[src/rtl/ahb_crypto_dma_master.sv]
// AHB-Lite initiator streaming 32-bit words to/from the crypto accelerator windows.
// Single-beat NONSEQ transfers, fully pipelined: one word per cycle at zero wait states.
module ahb_crypto_dma_master #(
    parameter int unsigned LEN_W     = 8,
    parameter logic [3:0]  HPROT_VAL = 4'b0011
) (
    input  logic             hclk,
    input  logic             hrst,
    input  logic             cmd_valid,
    output logic             cmd_ready,
    input  logic [31:0]      cmd_addr,
    input  logic [LEN_W-1:0] cmd_len,
    input  logic             cmd_write,
    input  logic [31:0]      wr_data,
    input  logic             wr_valid,
    output logic             wr_ready,
    output logic [31:0]      rd_data,
    output logic             rd_valid,
    output logic             done,
    output logic             err,
    output logic [31:0]      haddr,
    output logic [1:0]       htrans,
    output logic             hwrite,
    output logic [2:0]       hsize,
    output logic [2:0]       hburst,
    output logic [3:0]       hprot,
    output logic [31:0]      hwdata,
    input  logic [31:0]      hrdata,
    input  logic             hready,
    input  logic [1:0]       hresp
);
    typedef enum logic [1:0] {StIdle, StXfer, StErr} state_t;

    state_t             state_q, state_d;
    logic               run_q;
    logic [31:0]        addr_q, addr_d;
    logic [LEN_W-1:0]   issue_q, issue_d;
    logic [LEN_W-1:0]   data_q, data_d;
    logic               dir_q, dir_d;
    logic               pend_q, pend_d;   // NONSEQ driven but stalled: must not be withdrawn
    logic               dph_q, dph_d;     // a data phase is outstanding
    logic [31:0]        hwdata_q, hwdata_d;
    logic [31:0]        rd_data_q, rd_data_d;
    logic               rd_valid_q, rd_valid_d;
    logic               done_q, done_d;
    logic               err_q, err_d;

    logic               resp_err, err_first, issue, accept, beat_ok;
    logic               unused_addr_lsbs;

    // Low address bits are forced to zero on latch, so they are never used.
    assign unused_addr_lsbs = ^cmd_addr[1:0];

    assign resp_err  = (hresp != 2'b00);
    // First ERROR cycle: drop any pending address phase so no further beat is launched.
    assign err_first = (state_q == StXfer) && dph_q && resp_err && !hready;
    assign issue     = (state_q == StXfer) && (issue_q != '0) &&
                       (!dir_q || wr_valid || pend_q) && !err_first;
    assign accept    = issue && hready;
    assign beat_ok   = (state_q == StXfer) && dph_q && hready && !resp_err;

    assign cmd_ready = run_q && (state_q == StIdle);
    assign wr_ready  = accept && dir_q;
    assign htrans    = issue ? 2'b10 : 2'b00;
    assign haddr     = addr_q;
    assign hwrite    = dir_q;
    assign hsize     = 3'b010;
    assign hburst    = 3'b000;
    assign hprot     = HPROT_VAL;
    assign hwdata    = hwdata_q;
    assign rd_data   = rd_data_q;
    assign rd_valid  = rd_valid_q;
    assign done      = done_q;
    assign err       = err_q;

    // Next-state logic for command latch, address/data phase bookkeeping and status pulses.
    always_comb begin
        state_d    = state_q;
        addr_d     = addr_q;
        issue_d    = issue_q;
        data_d     = data_q;
        dir_d      = dir_q;
        pend_d     = pend_q;
        dph_d      = dph_q;
        hwdata_d   = hwdata_q;
        rd_data_d  = rd_data_q;
        rd_valid_d = 1'b0;
        done_d     = 1'b0;
        err_d      = 1'b0;
        case (state_q)
            StIdle: begin
                pend_d = 1'b0;
                dph_d  = 1'b0;
                if (cmd_valid && cmd_ready) begin
                    addr_d  = {cmd_addr[31:2], 2'b00};
                    issue_d = cmd_len;
                    data_d  = cmd_len;
                    dir_d   = cmd_write;
                    if (cmd_len == '0) begin
                        done_d = 1'b1;
                    end else begin
                        state_d = StXfer;
                    end
                end
            end
            StXfer: begin
                if (err_first) begin
                    state_d = StErr;
                    pend_d  = 1'b0;
                end else if (dph_q && hready && resp_err) begin
                    // Single-cycle error response: abort directly.
                    state_d = StIdle;
                    err_d   = 1'b1;
                    dph_d   = 1'b0;
                    pend_d  = 1'b0;
                end else begin
                    pend_d = issue && !hready;
                    if (accept) begin
                        addr_d  = addr_q + 32'd4;
                        issue_d = issue_q - LEN_W'(1);
                        if (dir_q) begin
                            hwdata_d = wr_data;
                        end
                    end
                    dph_d = accept ? 1'b1 : (hready ? 1'b0 : dph_q);
                    if (beat_ok) begin
                        data_d = data_q - LEN_W'(1);
                        if (!dir_q) begin
                            rd_data_d  = hrdata;
                            rd_valid_d = 1'b1;
                        end
                        if (data_q == LEN_W'(1)) begin
                            done_d  = 1'b1;
                            state_d = StIdle;
                        end
                    end
                end
            end
            StErr: begin
                if (hready) begin
                    state_d = StIdle;
                    err_d   = 1'b1;
                    dph_d   = 1'b0;
                end
            end
            default: state_d = StIdle;
        endcase
    end

    // State and datapath registers; run_q delays cmd_ready by one cycle after reset release.
    always_ff @(posedge hclk or posedge hrst) begin
        if (hrst) begin
            state_q    <= StIdle;
            run_q      <= 1'b0;
            addr_q     <= '0;
            issue_q    <= '0;
            data_q     <= '0;
            dir_q      <= 1'b0;
            pend_q     <= 1'b0;
            dph_q      <= 1'b0;
            hwdata_q   <= '0;
            rd_data_q  <= '0;
            rd_valid_q <= 1'b0;
            done_q     <= 1'b0;
            err_q      <= 1'b0;
        end else begin
            state_q    <= state_d;
            run_q      <= 1'b1;
            addr_q     <= addr_d;
            issue_q    <= issue_d;
            data_q     <= data_d;
            dir_q      <= dir_d;
            pend_q     <= pend_d;
            dph_q      <= dph_d;
            hwdata_q   <= hwdata_d;
            rd_data_q  <= rd_data_d;
            rd_valid_q <= rd_valid_d;
            done_q     <= done_d;
            err_q      <= err_d;
        end
    end
endmodule

[config.mk]
export PLATFORM = sky130hd
export DESIGN_NAME = ahb_crypto_dma_master
export DESIGN_NICKNAME = d
export VERILOG_FILES = /design/src/rtl/ahb_crypto_dma_master.sv
export SDC_FILE = /design/constraint.sdc
export NUM_CORES = 1
export LEC_CHECK = 0
export ABC_AREA = 1
export CAP_MARGIN = 20
export CORE_MARGIN = 2
export CORE_UTILIZATION = 50
export DETAILED_ROUTE_END_ITERATION = 6
export MAX_ROUTING_LAYER = met4
export PLACE_DENSITY = 0.92
export SYNTH_ARGS = -nofsm -noshare
export SYNTH_HDL_FRONTEND = slang
export SYNTH_SLANG_ARGS = --single-unit
[constraint.sdc]
create_clock -name hclk -period 10.28 [get_ports hclk]
set_clock_uncertainty 0.05 [all_clocks]
set_input_delay 1.542 -clock hclk [delete_from_list [all_inputs] [get_ports hclk]]
set_output_delay 1.542 -clock hclk [all_outputs]
set_load 0.005 [all_outputs]
==> results.yml <==
routing:
  antenna_left: 0
  wl_microns: 19680
  routed_via_density: 5.056
  drc_errors: 0
  vias: 6664
  first_pass_iters: 7
  drt-initial-drc-count: 480
  routedWlPerCell_microns: 14.93
die:
  start_util_pct: 50.95
  die_area_sq_um: 14330
  io_pins: 226
  core_area_sq_um: 13140
  rows: 42
  fp.dieW_microns: 119.7
  die_y_microns: 119.7
timing:
  relSlewSlack_pct: 33.80
  slew_violations: 0
  rsz0062_at_grt: "false"
  timing.fmax_mhz: 192.8
  final.period_utilization_pct: 50.46
  worst_pin_slew_ns: 0.9929
  fin_tns_setup_ns: 0
  hold_viol_final: 0
  min_period_ns: 5.188
  setup-violations-final: 0
critical_path:
  r2r_end: "hwdata[8]"
  crit_fanout: 34
  crit_type: "in2out"
  rrSetupSlack_ns: 7.13
  required_ns: 8.69
  timing.rr.start: "state_q[1]"
  crit_arrival_ns: 3.60
  r2r_cells: 9
  start_kind: "primary input"
  cp-end-kind: "output port"
power_and_ir_drop:
  leakagePower_nw: 4.634
  powerDensity_nw_per_um2: 272.0
  total_power_mw: 2.566
  vdd_drop_max_uv: 133.3
run:
  maxCapViolCount: 0
cts:
  ctsHoldBuffers: 0
  numCtsBuffers: 17
  cts-htree-levels: 4
  clkLatencyLatePin_ns: 0.41
  root_buffer: "clkbuf_16"
  clkSlewWorstSetupHoldPaths_ns: 0.05
  cts.sinks: 119
  cts_resized: 0
  cts_tree: "yes"
  clk_path_buf_depth: 2
  cts_setup_buffers: 0
placement:
  port_buffers: 210
  finalWeightedCongestion: 0.8402
  place_hpwl_microns: 13300
logic_synthesis:
  yosys_warnings: 0
  synth_area_leaders: "dfrtp_1 (44%), nand2_1 (23%), nand3_1 (5.8%)"
  ys.flop_type: "dfrtp_1"
  synth_top_area_share_pct: 44.49
  synth.cell_area_sq_um: 6694
  synth-edff-count: 0
  yosysTopAreaCell: "dfrtp_1"
  yosysSeqAreaShare_pct: 44.49
  ys_types: 39
  ys_async_sr_fraction_pct: 100.0
  syn_area_per_cell_sq_um: 7.190
  synth_cells: 931
  ys_ff_latch: 119
finish:
  layout_common_cells: "nand2_1 (417), clkdlybuf4s50_1 (210), dfrtp_1 (119), nand3_1 (78), nor2_1 (77)"
  final_common_cell: "nand2_1"
  diodes: 0
  final_util_pct: 71.83
  syn2layout_area_growth_pct: 40.97
  drive_gt1_share_pct: 6.392
  final_nets: 1251
global_routing:
  overflow: 0
  grt_pass1_wl_microns: 31570
  grt_pass1_vias: 6446
  antenna_found_initial: 0
  grt_max_degree: 74
  groute.usage.overall_pct: 28.61
run_status:
  status: "complete, no violations"
worst_hold_path:
  min-delay-start: "hwdata[23]"
  hold_depth: 2
  hold_end: "hwdata[23]"
  hold_class: "reg2reg"
[flip-flops by register name (all words and copies together), names as in the netlist]
name and count:
err 1, rd_valid 1, haddr 30, rd_data 32
done 1, pend_q 1, data_q 8, dph_q 1
run_q 1, issue_q 8, state_q 2, hwrite 1
hwdata 32
[critical path, cell delays in order]
cell and delay [ns]:
clkdlybuf4s50_1 0.45, nand3b_1 0.09, nand2_1 0.05, clkinv_1 0.09
nand3_2 0.12, nor2_4 0.61, clkdlybuf4s50_1 0.63
[worst max-delay path by stage]
stage | slack [ns] | depth (start not counted) | to | from
finish | 5.09 | 7 | wr_ready | wr_valid
global route | 5.01 | 7 | wr_ready | wr_valid
CTS | 5.10 | 7 | wr_ready | wr_valid
detailed placement | 5.11 | 7 | wr_ready | wr_valid
global placement | 5.08 | 7 | wr_ready | wr_valid
floorplan | 5.53 | 1 | data_q[0] | hrst
[area by class of cell]
type / count / area [sq um]
repair buffers: 214 / 2152
multi-input cells: 702 / 3141
inverters: 75 / 289.0
well taps: 176 / 220.2
clock inverters: 11 / 196.4
clock buffers: 21 / 460.4
flip-flops and latches: 119 / 2978
fillers: 927 / 3701
[routing by layer]
metal  up-vias  part of all wire, %  GRT usage [%]
met2       290                   49          48.61
met3        50                  8.1          7.605
met1      3047                   40          31.85
met5         -                    0              -
li1       3277                    -              -
met4         0                  3.3          12.28
[cell families after synthesis]
| group | count (synthesis) | share of synthesized area, % |
|---|---|---|
| AOI/OAI and AO/OA | 62 | 5.907 |
| xor gates and xnor gates | 4 | 0.5235 |
| adders and majority gates | 10 | 1.869 |
| buffers and inverters | 122 | 9.308 |
| DFF | 119 | 44.49 |
| other | 2 | 0.1122 |
| and+or+nand+nor | 612 | 37.79 |
[power breakdown]
part / switching (mW) / total (mW) / internal [mW]
Clock: 0.216 / 0.659 / 0.443
Sequential: 0.163 / 0.807 / 0.644
Combinational: 0.587 / 1.10 / 0.513
[Yosys cell counts (5+ instances only)]
| cell | instances |
|---|---|
| nor2_1 | 77 |
| buf_4 | 19 |
| dfrtp_1 | 119 |
| o21ai_0 | 28 |
| buf_2 | 13 |
| ha_1 | 10 |
| nand2_2 | 5 |
| nor2_2 | 7 |
| clkbuf_1 | 7 |
| nand3_1 | 78 |
| nand3b_1 | 9 |
| nand4_1 | 8 |
| nand2_1 | 417 |
| a21oi_1 | 7 |
| buf_6 | 6 |
| inv_1 | 71 |
| o21ai_2 | 15 |
[through the flow]
stage | std cells | cell area (sq um) | worst slack [ns] | hold slack, ns
global route | 1318 | 9437 | 5.011 | 0.4388
CTS | 1317 | 9409 | 5.097 | 0.4209
detailed placement | 1285 | 8752 | 5.106 | 0.4074
finish | 1318 | 9437 | 5.092 | 0.4182
global placement | 1285 | 8752 | 5.084 | 0.4024
floorplan | 943 | 6739 | 5.531 | 0.4139
Note: power is estimated with default switching activity, not from simulation.
